**src/rtl/cdb_arbiter_if.sv**
```systemverilog
// Purpose : execution-unit -> CDB result handshake plus the registered CDB broadcast.
// Latency : n/a (signal bundle only).
// Backpr. : src_rdy is the per-unit accept; the broadcast side never stalls.
//
// Signals:
//   src_req   [NUM_SRC]        per-unit result valid, held until accepted
//   src_tag   [NUM_SRC*TAG_W]  per-unit tag, unit i at [i*TAG_W +: TAG_W]
//   src_wdata [NUM_SRC*DATA_W] per-unit result, unit i at [i*DATA_W +: DATA_W]
//   src_rdy   [NUM_SRC]        per-unit grant (one-hot or zero)
//   cdb_vld/cdb_tag/cdb_wdata/cdb_src  registered broadcast
// Modports: master = execution-unit side, slave = arbiter side.
interface cdb_arbiter_if #(
   parameter int NUM_SRC = 4,
   parameter int TAG_W   = 4,
   parameter int DATA_W  = 32
);
   localparam int SRC_W = $clog2(NUM_SRC);

   logic [NUM_SRC-1:0]        src_req;
   logic [NUM_SRC*TAG_W-1:0]  src_tag;
   logic [NUM_SRC*DATA_W-1:0] src_wdata;
   logic [NUM_SRC-1:0]        src_rdy;
   logic                      cdb_vld;
   logic [TAG_W-1:0]          cdb_tag;
   logic [DATA_W-1:0]         cdb_wdata;
   logic [SRC_W-1:0]          cdb_src;

   modport master (
      output src_req, src_tag, src_wdata,
      input  src_rdy, cdb_vld, cdb_tag, cdb_wdata, cdb_src
   );

   modport slave (
      input  src_req, src_tag, src_wdata,
      output src_rdy, cdb_vld, cdb_tag, cdb_wdata, cdb_src
   );
endinterface

```
**src/rtl/cdb_arbiter.sv**
```systemverilog
// Purpose : round-robin arbiter picking one completed execution-unit result per cycle for the CDB.
// Latency : result accepted in cycle N is broadcast in cycle N+1 (exactly one cycle).
// Backpr. : per-unit src_rdy grant, zero during flush; the CDB itself never stalls.
//
// Ports:
//   i_clk        clock, all state on rising edge
//   i_rst        asynchronous active-low reset
//   i_flush      synchronous pipeline flush (blocks grants, does not move the pointer)
//   bus          cdb_arbiter_if.slave: src_req/src_tag/src_wdata in, src_rdy and cdb_* out
//   o_bcast_cnt  broadcasts since reset, wraps, unaffected by flush
// NUM_SRC is expected in 2..8.
module cdb_arbiter #(
   parameter int NUM_SRC = 4,
   parameter int TAG_W   = 4,
   parameter int DATA_W  = 32
) (
   input  logic                i_clk,
   input  logic                i_rst,
   input  logic                i_flush,
   cdb_arbiter_if.slave        bus,
   output logic [31:0]         o_bcast_cnt
);
   localparam int SRC_W = $clog2(NUM_SRC);

   // Scan index is one bit wider than the pointer so ptr+k cannot overflow before the wrap.
   localparam logic [SRC_W:0]   NUM_SRC_EXT = (SRC_W+1)'(NUM_SRC);
   localparam logic [SRC_W-1:0] LAST_IDX    = SRC_W'(NUM_SRC - 1);

   // ---------------- state ----------------
   logic [SRC_W-1:0]  r_ptr;
   logic              r_cdb_vld;
   logic [TAG_W-1:0]  r_cdb_tag;
   logic [DATA_W-1:0] r_cdb_wdata;
   logic [SRC_W-1:0]  r_cdb_src;
   logic [31:0]       r_bcast_cnt;

   // ---------------- combinational ----------------
   logic [TAG_W-1:0]  w_tag   [NUM_SRC];
   logic [DATA_W-1:0] w_wdata [NUM_SRC];
   logic [SRC_W:0]    w_scan;
   logic              w_found;
   logic [SRC_W-1:0]  w_gnt_idx;
   logic              w_gnt_vld;
   logic [NUM_SRC-1:0] w_rdy;
   logic [SRC_W-1:0]  w_ptr_nxt;

   // Unpack the flat per-unit buses.
   always_comb begin
      for (int i = 0; i < NUM_SRC; i++) begin
         w_tag[i]   = bus.src_tag[i*TAG_W +: TAG_W];
         w_wdata[i] = bus.src_wdata[i*DATA_W +: DATA_W];
      end
   end

   // Round-robin scan: start at r_ptr, ascend, wrap explicitly at NUM_SRC so a
   // non-power-of-two unit count never decodes a nonexistent unit.
   always_comb begin
      w_found   = 1'b0;
      w_gnt_idx = '0;
      w_scan    = '0;
      for (int k = 0; k < NUM_SRC; k++) begin
         w_scan = {1'b0, r_ptr} + (SRC_W+1)'(k);
         if (w_scan >= NUM_SRC_EXT) begin
            w_scan = w_scan - NUM_SRC_EXT;
         end
         if (!w_found && bus.src_req[w_scan[SRC_W-1:0]]) begin
            w_found   = 1'b1;
            w_gnt_idx = w_scan[SRC_W-1:0];
         end
      end
   end

   // Flush suppresses the grant; a winner is only ever a requesting unit, so
   // src_rdy can never assert on an idle unit and grant implies transfer.
   assign w_gnt_vld = w_found & ~i_flush;

   always_comb begin
      w_rdy = '0;
      if (w_gnt_vld) begin
         w_rdy[w_gnt_idx] = 1'b1;
      end
   end

   assign w_ptr_nxt = (w_gnt_idx == LAST_IDX) ? '0 : w_gnt_idx + SRC_W'(1);

   // ---------------- registers ----------------
   // Pointer and counter move only on a transfer; a cycle without one drops
   // the broadcast and clears its payload, but keeps the last producer index.
   always_ff @(posedge i_clk or negedge i_rst) begin
      if (!i_rst) begin
         r_ptr       <= '0;
         r_cdb_vld   <= 1'b0;
         r_cdb_tag   <= '0;
         r_cdb_wdata <= '0;
         r_cdb_src   <= '0;
         r_bcast_cnt <= '0;
      end else if (w_gnt_vld) begin
         r_ptr       <= w_ptr_nxt;
         r_cdb_vld   <= 1'b1;
         r_cdb_tag   <= w_tag[w_gnt_idx];
         r_cdb_wdata <= w_wdata[w_gnt_idx];
         r_cdb_src   <= w_gnt_idx;
         r_bcast_cnt <= r_bcast_cnt + 32'd1;
      end else begin
         r_cdb_vld   <= 1'b0;
         r_cdb_tag   <= '0;
         r_cdb_wdata <= '0;
      end
   end

   // ---------------- outputs ----------------
   assign bus.src_rdy   = w_rdy;
   assign bus.cdb_vld   = r_cdb_vld;
   assign bus.cdb_tag   = r_cdb_tag;
   assign bus.cdb_wdata = r_cdb_wdata;
   assign bus.cdb_src   = r_cdb_src;
   assign o_bcast_cnt   = r_bcast_cnt;

endmodule

```
**src/flat_wrapper.sv**
```systemverilog
// flat-port wrapper written by rule: the top's interface ports become plain ports
module cdb_arbiter_flat 
#(
   parameter int NUM_SRC = 4,
   parameter int TAG_W   = 4,
   parameter int DATA_W  = 32
)
  (i_clk, i_rst, i_flush, o_bcast_cnt, bus_src_req, bus_src_tag, bus_src_wdata, bus_src_rdy, bus_cdb_vld, bus_cdb_tag, bus_cdb_wdata, bus_cdb_src);
  cdb_arbiter_if #(.NUM_SRC(NUM_SRC), .TAG_W(TAG_W), .DATA_W(DATA_W)) bus_i ();
  input  logic i_clk;
  input  logic i_rst;
  input  logic i_flush;
  output logic [31:0] o_bcast_cnt;
  input wire logic [$bits(bus_i.src_req)-1:0] bus_src_req;
  input wire logic [$bits(bus_i.src_tag)-1:0] bus_src_tag;
  input wire logic [$bits(bus_i.src_wdata)-1:0] bus_src_wdata;
  output wire logic [$bits(bus_i.src_rdy)-1:0] bus_src_rdy;
  output wire logic [$bits(bus_i.cdb_vld)-1:0] bus_cdb_vld;
  output wire logic [$bits(bus_i.cdb_tag)-1:0] bus_cdb_tag;
  output wire logic [$bits(bus_i.cdb_wdata)-1:0] bus_cdb_wdata;
  output wire logic [$bits(bus_i.cdb_src)-1:0] bus_cdb_src;
  assign bus_i.src_req = bus_src_req;
  assign bus_i.src_tag = bus_src_tag;
  assign bus_i.src_wdata = bus_src_wdata;
  assign bus_src_rdy = bus_i.src_rdy;
  assign bus_cdb_vld = bus_i.cdb_vld;
  assign bus_cdb_tag = bus_i.cdb_tag;
  assign bus_cdb_wdata = bus_i.cdb_wdata;
  assign bus_cdb_src = bus_i.cdb_src;
  cdb_arbiter #(.NUM_SRC(NUM_SRC), .TAG_W(TAG_W), .DATA_W(DATA_W)) u_core (.i_clk(i_clk), .i_rst(i_rst), .i_flush(i_flush), .bus(bus_i), .o_bcast_cnt(o_bcast_cnt));
endmodule
```
**config.mk**
```make
export PLATFORM = sky130hd
export DESIGN_NAME = cdb_arbiter_flat
export DESIGN_NICKNAME = d
export VERILOG_FILES = /design/src/rtl/cdb_arbiter_if.sv /design/src/rtl/cdb_arbiter.sv /design/src/flat_wrapper.sv
export SDC_FILE = /design/constraint.sdc
export NUM_CORES = 1
export LEC_CHECK = 0
export ABC_AREA = 1
export BUFFER_PORTS_ARGS = -buffer_cell sky130_fd_sc_hd__buf_2
export CORE_UTILIZATION = 51
export DETAILED_ROUTE_END_ITERATION = 8
export GPL_ROUTABILITY_DRIVEN = 0
export PLACE_DENSITY = 0.95
export RECOVER_POWER = 100
export SLEW_MARGIN = 0
export SYNTH_ARGS = -nofsm -noshare
export SYNTH_HDL_FRONTEND = slang
export SYNTH_SLANG_ARGS = --single-unit
```
**constraint.sdc**
```tcl
create_clock -name i_clk -period 4.08 [get_ports i_clk]
set_input_delay 0.204 -clock i_clk [delete_from_list [all_inputs] [get_ports i_clk]]
set_output_delay 0.204 -clock i_clk [all_outputs]
set_load 0.05 [all_outputs]
```
==> results.json, run 1 <==
{
  "diodes": 0,
  "synth_top_area_share": 0.3836,
  "clock_sinks": 73,
  "post_cts_resized": 0,
  "tns_ns": 0,
  "io_buffers": 225,
  "grt_pass1_wl_um": 23160,
  "cts_buffers": 9,
  "ys_ff_latch": 73,
  "dp_hpwl_um": 10700,
  "synthArstFlopShare": 1.000,
  "drc": 0,
  "ys_warn_count": 0,
  "post-route-util": 0.6689,
  "wire_per_inst_um": 14.00,
  "finalPower_mw": 5.372,
  "synthesis.nets": 876,
  "coreArea_mm2": 0.008891,
  "ys.flop_type": "dfrtp_1",
  "initial_utilization": 0.5356,
  "holdBufCountCts": 0,
  "crit_required_ns": 3.88,
  "syn_area_per_cell_um2": 6.577,
  "drive_gt1_frac": 0.1966,
  "drv_cap": 1,
  "synth_edf_count": 0,
  "layout_min_cycle_time_ns": 3.322,
  "cp-start-kind": "flip-flop",
  "syn2layout_area_growth_pct": 24.88,
  "powerDensity_mw_per_mm2": 903.4,
  "die_area_mm2": 0.009728,
  "clock_latency_ns": 0.35,
  "cts-root-buf": "clkbuf_8",
  "drtAntennaViolNets": 0,
  "dr.pass1.iters": 5,
  "cts_setup_buffers": 0,
  "dr.first_iter.drc_count": 302,
  "postSynthCellCount": 724,
  "nets": 1078,
  "clkTransAtPathRegs_ns": 0.07,
  "cts_tree": "built",
  "worst_ir_drop_vdd_uv": 546.9,
  "leakagePower_nw": 3.180,
  "synthTopCellsByArea": "dfrtp_1 38%, nand2_1 27%, nand3_1 8.6%, xor2_1 4.4%, a21oi_1 4.0%",
  "violations": "capacitance limit, slew limit",
  "grt_max_degree": 74,
  "multi_input_area_mm2": 0.002596,
  "rsz0062_at_grt": "no",
  "yosysSeqAreaShare": 0.3836,
  "grt_pass1_vias": 4944,
  "finalCritPeriodShare": 0.8141,
  "rows": 34,
  "synthTopCellsByCount": "340 x nand2_1, 82 x nand3_1, 73 x dfrtp_1",
  "fin_worst_skew_ns": 0.009037,
  "final_max_slew_viol_count": 74,
  "path_max_fanout": 35,
  "vias_per_cell": 5.305,
  "hold_path_class": "in -> reg",
  "htreeDepth": 3,
  "hold_viol_final": 0,
  "antenna_found_initial": 0,
  "end_kind": "output port",
  "cts_max_path_buffers": 2,
  "io_pins": 226,
  "gr-usage-all-layers": 0.3009,
  "die_x_um": 98.63,
  "gr-total-overflow": 0,
  "outcome": "finished, violations left",
  "syn-cell-area_mm2": 0.004762,
  "arrival_ns": 3.12,
  "vias": 5512,
  "tightest_slew_ns": 1.804,
  "wirelength_um": 14550,
  "n_fill_cell": 845,
  "setup_viol": 0,
  "max_freq_mhz": 301.1,
  "critPathKind": "reg -> out",
  "synth_cell_types": 29,
  "synth.most_common_cell": "nand2_1",
  "die_h_um": 98.63,
  "ff_latch_area_mm2": 0.001827,
  "timing.slew.headroom": -0.2027,
  "yosys.area.top_type": "dfrtp_1"
}
==> worst paths after layout <==
| kind | cells after the start | endpoint | from | slack, ns |
|---|---|---|---|---|
| max | 11 | bus_src_rdy[3] | u_core.r_ptr[0] | 0.76 |
| min | 5 | u_core.bus.cdb_wdata[10] | bus_src_wdata[74] | 0.17 |
| max reg2reg | 13 | u_core.bus.cdb_wdata[28] | u_core.r_ptr[0] | 0.76 |
| min reg2reg | 2 | u_core.bus.cdb_src[1] | u_core.bus.cdb_src[1] | 0.49 |
| max in group asynchronous | 1 | u_core.bus.cdb_wdata[27] | i_rst | 2.68 |
| min in group asynchronous | 1 | u_core.o_bcast_cnt[2] | i_rst | 0.34 |
==> metrics by stage <==
stage | cells | setup slack (ns) | area [um2] | hold slack [ns]
after floorplan | 724 | 1.636 | 4762 | -0.09159
after global placement | 1023 | 1.556 | 5862 | 0.3930
after detailed placement | 1023 | 1.475 | 5862 | 0.3999
after CTS | 1039 | 1.092 | 6051 | 0.02038
after global routing | 1039 | 0.4344 | 5947 | 0.1910
final | 1039 | 0.7584 | 5947 | 0.1747
==> placed cells by master (no fill, tap or decap), types with 2 or more instances in the layout <==
| cell | netlist | layout |
|---|---|---|
| inv_2 | 4 | 2 |
| clkbuf_8 | 0 | 10 |
| nand2_2 | 5 | 5 |
| nor3b_1 | 2 | 2 |
| nand3_1 | 82 | 82 |
| o21ai_1 | 11 | 4 |
| nand2_1 | 340 | 340 |
| dfrtp_1 | 73 | 73 |
| inv_1 | 28 | 30 |
| nand4_1 | 7 | 7 |
| nor4_1 | 5 | 5 |
| buf_2 | 17 | 153 |
| xor2_1 | 24 | 24 |
| buf_4 | 2 | 5 |
| xnor2_1 | 7 | 7 |
| nor3_1 | 14 | 14 |
| clkbuf_1 | 11 | 74 |
| nor2_1 | 34 | 36 |
| a21oi_1 | 38 | 38 |
| o21ai_0 | 1 | 8 |
| clkinv_2 | 0 | 2 |
| clkbuf_2 | 0 | 2 |
==> critical path, cell delays in order (launching register included) <==
cell and delay (ns):
dfrtp_1 0.55, inv_1 0.22, nand2_1 0.13, nand2_2 0.08, o21ai_1 0.21, inv_1 0.06, nand3_1 0.10, nand2_2 0.05
inv_1 0.70, nand2_1 0.24, nor2_1 0.13, buf_2 0.27
==> flip-flops by register name (all words and copies together), names as in the netlist <==
signal and flops:
u_core.bus.cdb_vld 1, u_core.bus.cdb_src 2, u_core.r_ptr 2, u_core.bus.cdb_wdata 32, u_core.o_bcast_cnt 32, u_core.bus.cdb_tag 4
==> per-layer routing <==
metal	GRT usage	vias to the layer above	share of wire
met5	0	-	0
met4	0.09529	0	0.020
met3	0.08369	33	0.090
met2	0.5190	259	0.51
met1	0.3654	2515	0.38
li1	-	2705	-
==> kinds of logic after synthesis <==
family | share of synthesized area
adders and majority gates | 0.002627
and+or+nand+nor | 0.4319
xor gates and xnor gates | 0.05702
buffers and inverters | 0.06910
DFF | 0.3836
AOI/OAI and AO/OA | 0.05570
==> power by group <==
group	switching, mW	internal, mW	leakage (nW)
clock	0.262	0.298	0.0974
combinational	2.77	0.940	2.13
sequential	0.154	0.949	0.955
==> area by class of cell <==
class,instances,share of cell area
clock inverter,3,0.006733
inverter,32,0.02020
timing repair buffer,231,0.1816
multi-input combinational,579,0.4366
sequential,73,0.3072
clock buffer,13,0.02504
tap,108,0.02272
No activity file was read; power rests on OpenSTA's default activity.
==> run 2: changes to the inputs <==
ABC_AREA = 0   (was 1)
CORE_UTILIZATION = 43   (was 51)
PLACE_DENSITY = 0.89   (was 0.95)
clock period = 3.39 ns   (was 4.08 ns; I/O delays follow)
==> results.json, run 2 <==
{
  "cp_slowest_cell": "a211o_4",
  "wire_per_inst_um": 16.07,
  "wirelength_um": 10530,
  "worst_ir_drop_vdd_uv": 352.6,
  "ys_warn_count": 0,
  "hold_viol_final": 0,
  "synth_edf_count": 0,
  "finalCritPeriodShare": 0.8040,
  "post-route-util": 0.6109,
  "vias_per_cell": 5.256,
  "layout_min_cycle_time_ns": 2.726,
  "post_cts_resized": 0,
  "synthesis.nets": 473,
  "gr-usage-all-layers": 0.2345,
  "initial_utilization": 0.4465,
  "critPathKind": "reg -> out",
  "holdBufCountCts": 1,
  "cts_max_path_buffers": 2,
  "coreArea_mm2": 0.008217,
  "drive_gt1_frac": 0.3127,
  "holdCritStartpoint": "bus_src_tag[14]",
  "worst-path-buf-inv": 1,
  "synth_top_area_share": 0.4980,
  "critPathTopFamily": "compound AO/OA/AOI/OAI gates",
  "drv_cap": 1,
  "dp_hpwl_um": 8035,
  "syn2layout_area_growth_pct": 36.83,
  "drtAntennaViolNets": 0,
  "synth.most_common_cell": "dfrtp_1",
  "cts-root-buf": "clkbuf_8",
  "synth_cell_types": 37,
  "antenna_found_initial": 0,
  "max_stage_delay_ns": 0.67,
  "outcome": "finished, violations left",
  "syn_area_per_cell_um2": 11.43,
  "nets": 697,
  "timing.slew.headroom": -0.2303,
  "reg2reg_to": "u_core.bus.cdb_tag[0]",
  "crit_required_ns": 3.22,
  "die_h_um": 94.37,
  "setup_viol": 0,
  "synthArstFlopShare": 1.000,
  "regToRegStartpoint": "u_core.r_ptr[0]",
  "cts_tree": "built",
  "ys_ff_latch": 73,
  "clock_sinks": 73,
  "yosys.area.top_type": "dfrtp_1",
  "power.share.combinational": 0.438,
  "drc": 0,
  "die_x_um": 94.37,
  "ys.flop_type": "dfrtp_1",
  "dr.pass1.iters": 6,
  "grt_pass1_wl_um": 16020,
  "seqPwrFrac": 0.321,
  "ff2ff_path_depth": 6,
  "violations": "capacitance limit, slew limit",
  "powerDensity_mw_per_mm2": 708.2,
  "clkTransAtPathRegs_ns": 0.08,
  "worst-path-stages": 5,
  "cp-start-kind": "flip-flop",
  "rsz0062_at_grt": "no",
  "yosysSeqAreaShare": 0.4980,
  "max_freq_mhz": 366.9,
  "io_buffers": 225,
  "holdPathStages": 3,
  "vias": 3443,
  "htreeDepth": 3,
  "hold_path_class": "in -> reg",
  "rows": 33,
  "internal-power_mw": 2.013,
  "synthTopCellsByCount": "73 x dfrtp_1, 72 x mux2i_1, 36 x o22ai_1",
  "post_dp_cell_area_mm2": 0.004873,
  "r2r_setup_slack_ns": 0.99,
  "final_max_slew_viol_count": 74,
  "dr.first_iter.drc_count": 121,
  "end_kind": "output port",
  "fin_worst_skew_ns": 0.008409,
  "syn-cell-area_mm2": 0.003669,
  "clock_latency_ns": 0.34,
  "cts_setup_buffers": 0,
  "postSynthCellCount": 321,
  "io_pins": 226,
  "final_cell_mix": "148 x buf_2, 76 x clkbuf_1, 73 x dfrtp_1",
  "diodes": 0,
  "crit_chain": "nor2b_1, a21o_1, a211o_4, and3_1, clkbuf_1",
  "n_fill_cell": 714,
  "tns_ns": 0,
  "finalInstanceArea_mm2": 0.005020,
  "arrival_ns": 2.56,
  "die_area_mm2": 0.008905,
  "gr-total-overflow": 0,
  "hold_end": "u_core.bus.cdb_tag[2]",
  "synthTopCellsByArea": "dfrtp_1 50%, mux2i_1 20%, o22ai_1 6.1%, xnor2_1 4.8%, xor2_1 2.6%",
  "switching_share": 0.4336,
  "tightest_slew_ns": 1.845,
  "leakagePower_nw": 2.594,
  "grt_max_degree": 74,
  "cts_buffers": 9,
  "path_max_fanout": 55,
  "hold_ws_ns": 0.09986,
  "grt_pass1_vias": 3496,
  "final_common_cell": "buf_2",
  "pwr-share-clk": 0.241,
  "power.switching_mw": 1.541
}
## run 2: cell types whose count changed after synthesis, moves of 22 or more
cell,before,now
a21oi_1,38,2
inv_1,28,4
mux2i_1,0,72
nand2_1,340,19
nand3_1,82,9
nor2_1,34,12
o22ai_1,0,36
## run 2: layout make-up
cell class / instances / area, um2 / share of cell area
clock inverter: 6 / 115.1 / 0.02293
clock buffer: 10 / 137.6 / 0.02742
inverter: 5 / 18.77 / 0.003739
sequential: 73 / 1827 / 0.3639
tap: 105 / 131.4 / 0.02617
multi-input combinational: 226 / 1719 / 0.3425
timing repair buffer: 230 / 1071 / 0.2134
## run 2: routing by layer
layer	global-route usage	part of all wire	vias up
met2	0.4239	0.53	141
met1	0.2401	0.36	1652
li1	-	-	1620
met3	0.09018	0.084	30
met5	0	0	-
met4	0.09872	0.026	0
## run 2: power by group through the flow
stage	Combinational [mW]	Clock (mW)	Sequential, mW
floorplan	0.666	0	1.71
global placement	1.58	0	1.15
global route	1.66	0.903	1.16
CTS	1.62	0.867	1.14
finish	1.56	0.855	1.14
detailed placement	1.62	0	1.15
## run 2: through the flow
step	std cells	setup WS, ns	total power, mW
after detailed placement	638	1.060	2.772
after global routing	655	0.5490	3.716
after CTS	655	0.8397	3.628
after floorplan	321	0.9850	2.371
final	655	0.6645	3.555
after global placement	638	1.164	2.728
## run 2: how the worst max path moves through the flow
stage | end | startpoint
floorplan | bus_src_rdy[1] | u_core.r_ptr[0]
global placement | u_core.bus.cdb_tag[2] | bus_src_req[1]
detailed placement | u_core.bus.cdb_tag[0] | u_core.r_ptr[0]
CTS | bus_src_rdy[2] | u_core.r_ptr[0]
global route | bus_src_rdy[2] | u_core.r_ptr[0]
finish | bus_src_rdy[0] | u_core.r_ptr[0]
## run 2: kinds of logic after synthesis
group / count (synthesis) / synth area share
AND/OR/NAND/NOR: 77 / 0.1139
flip-flops: 73 / 0.4980
multiplexers: 72 / 0.1965
AO/OA/AOI/OAI: 44 / 0.07913
XOR/XNOR: 32 / 0.07845
buffers and inverters: 22 / 0.03069
adder cells (fa/ha/maj): 1 / 0.003410
## run 2: worst reg2reg max path: cells and delay by family (launching register included)
| family | cells | cell delay [ns] |
|---|---|---|
| AO/OA/AOI/OAI | 3 | 0.95 |
| flip-flops | 1 | 0.40 |
| buffers and inverters | 1 | 0.40 |
| multiplexers | 1 | 0.25 |
| AND/OR/NAND/NOR | 1 | 0.24 |
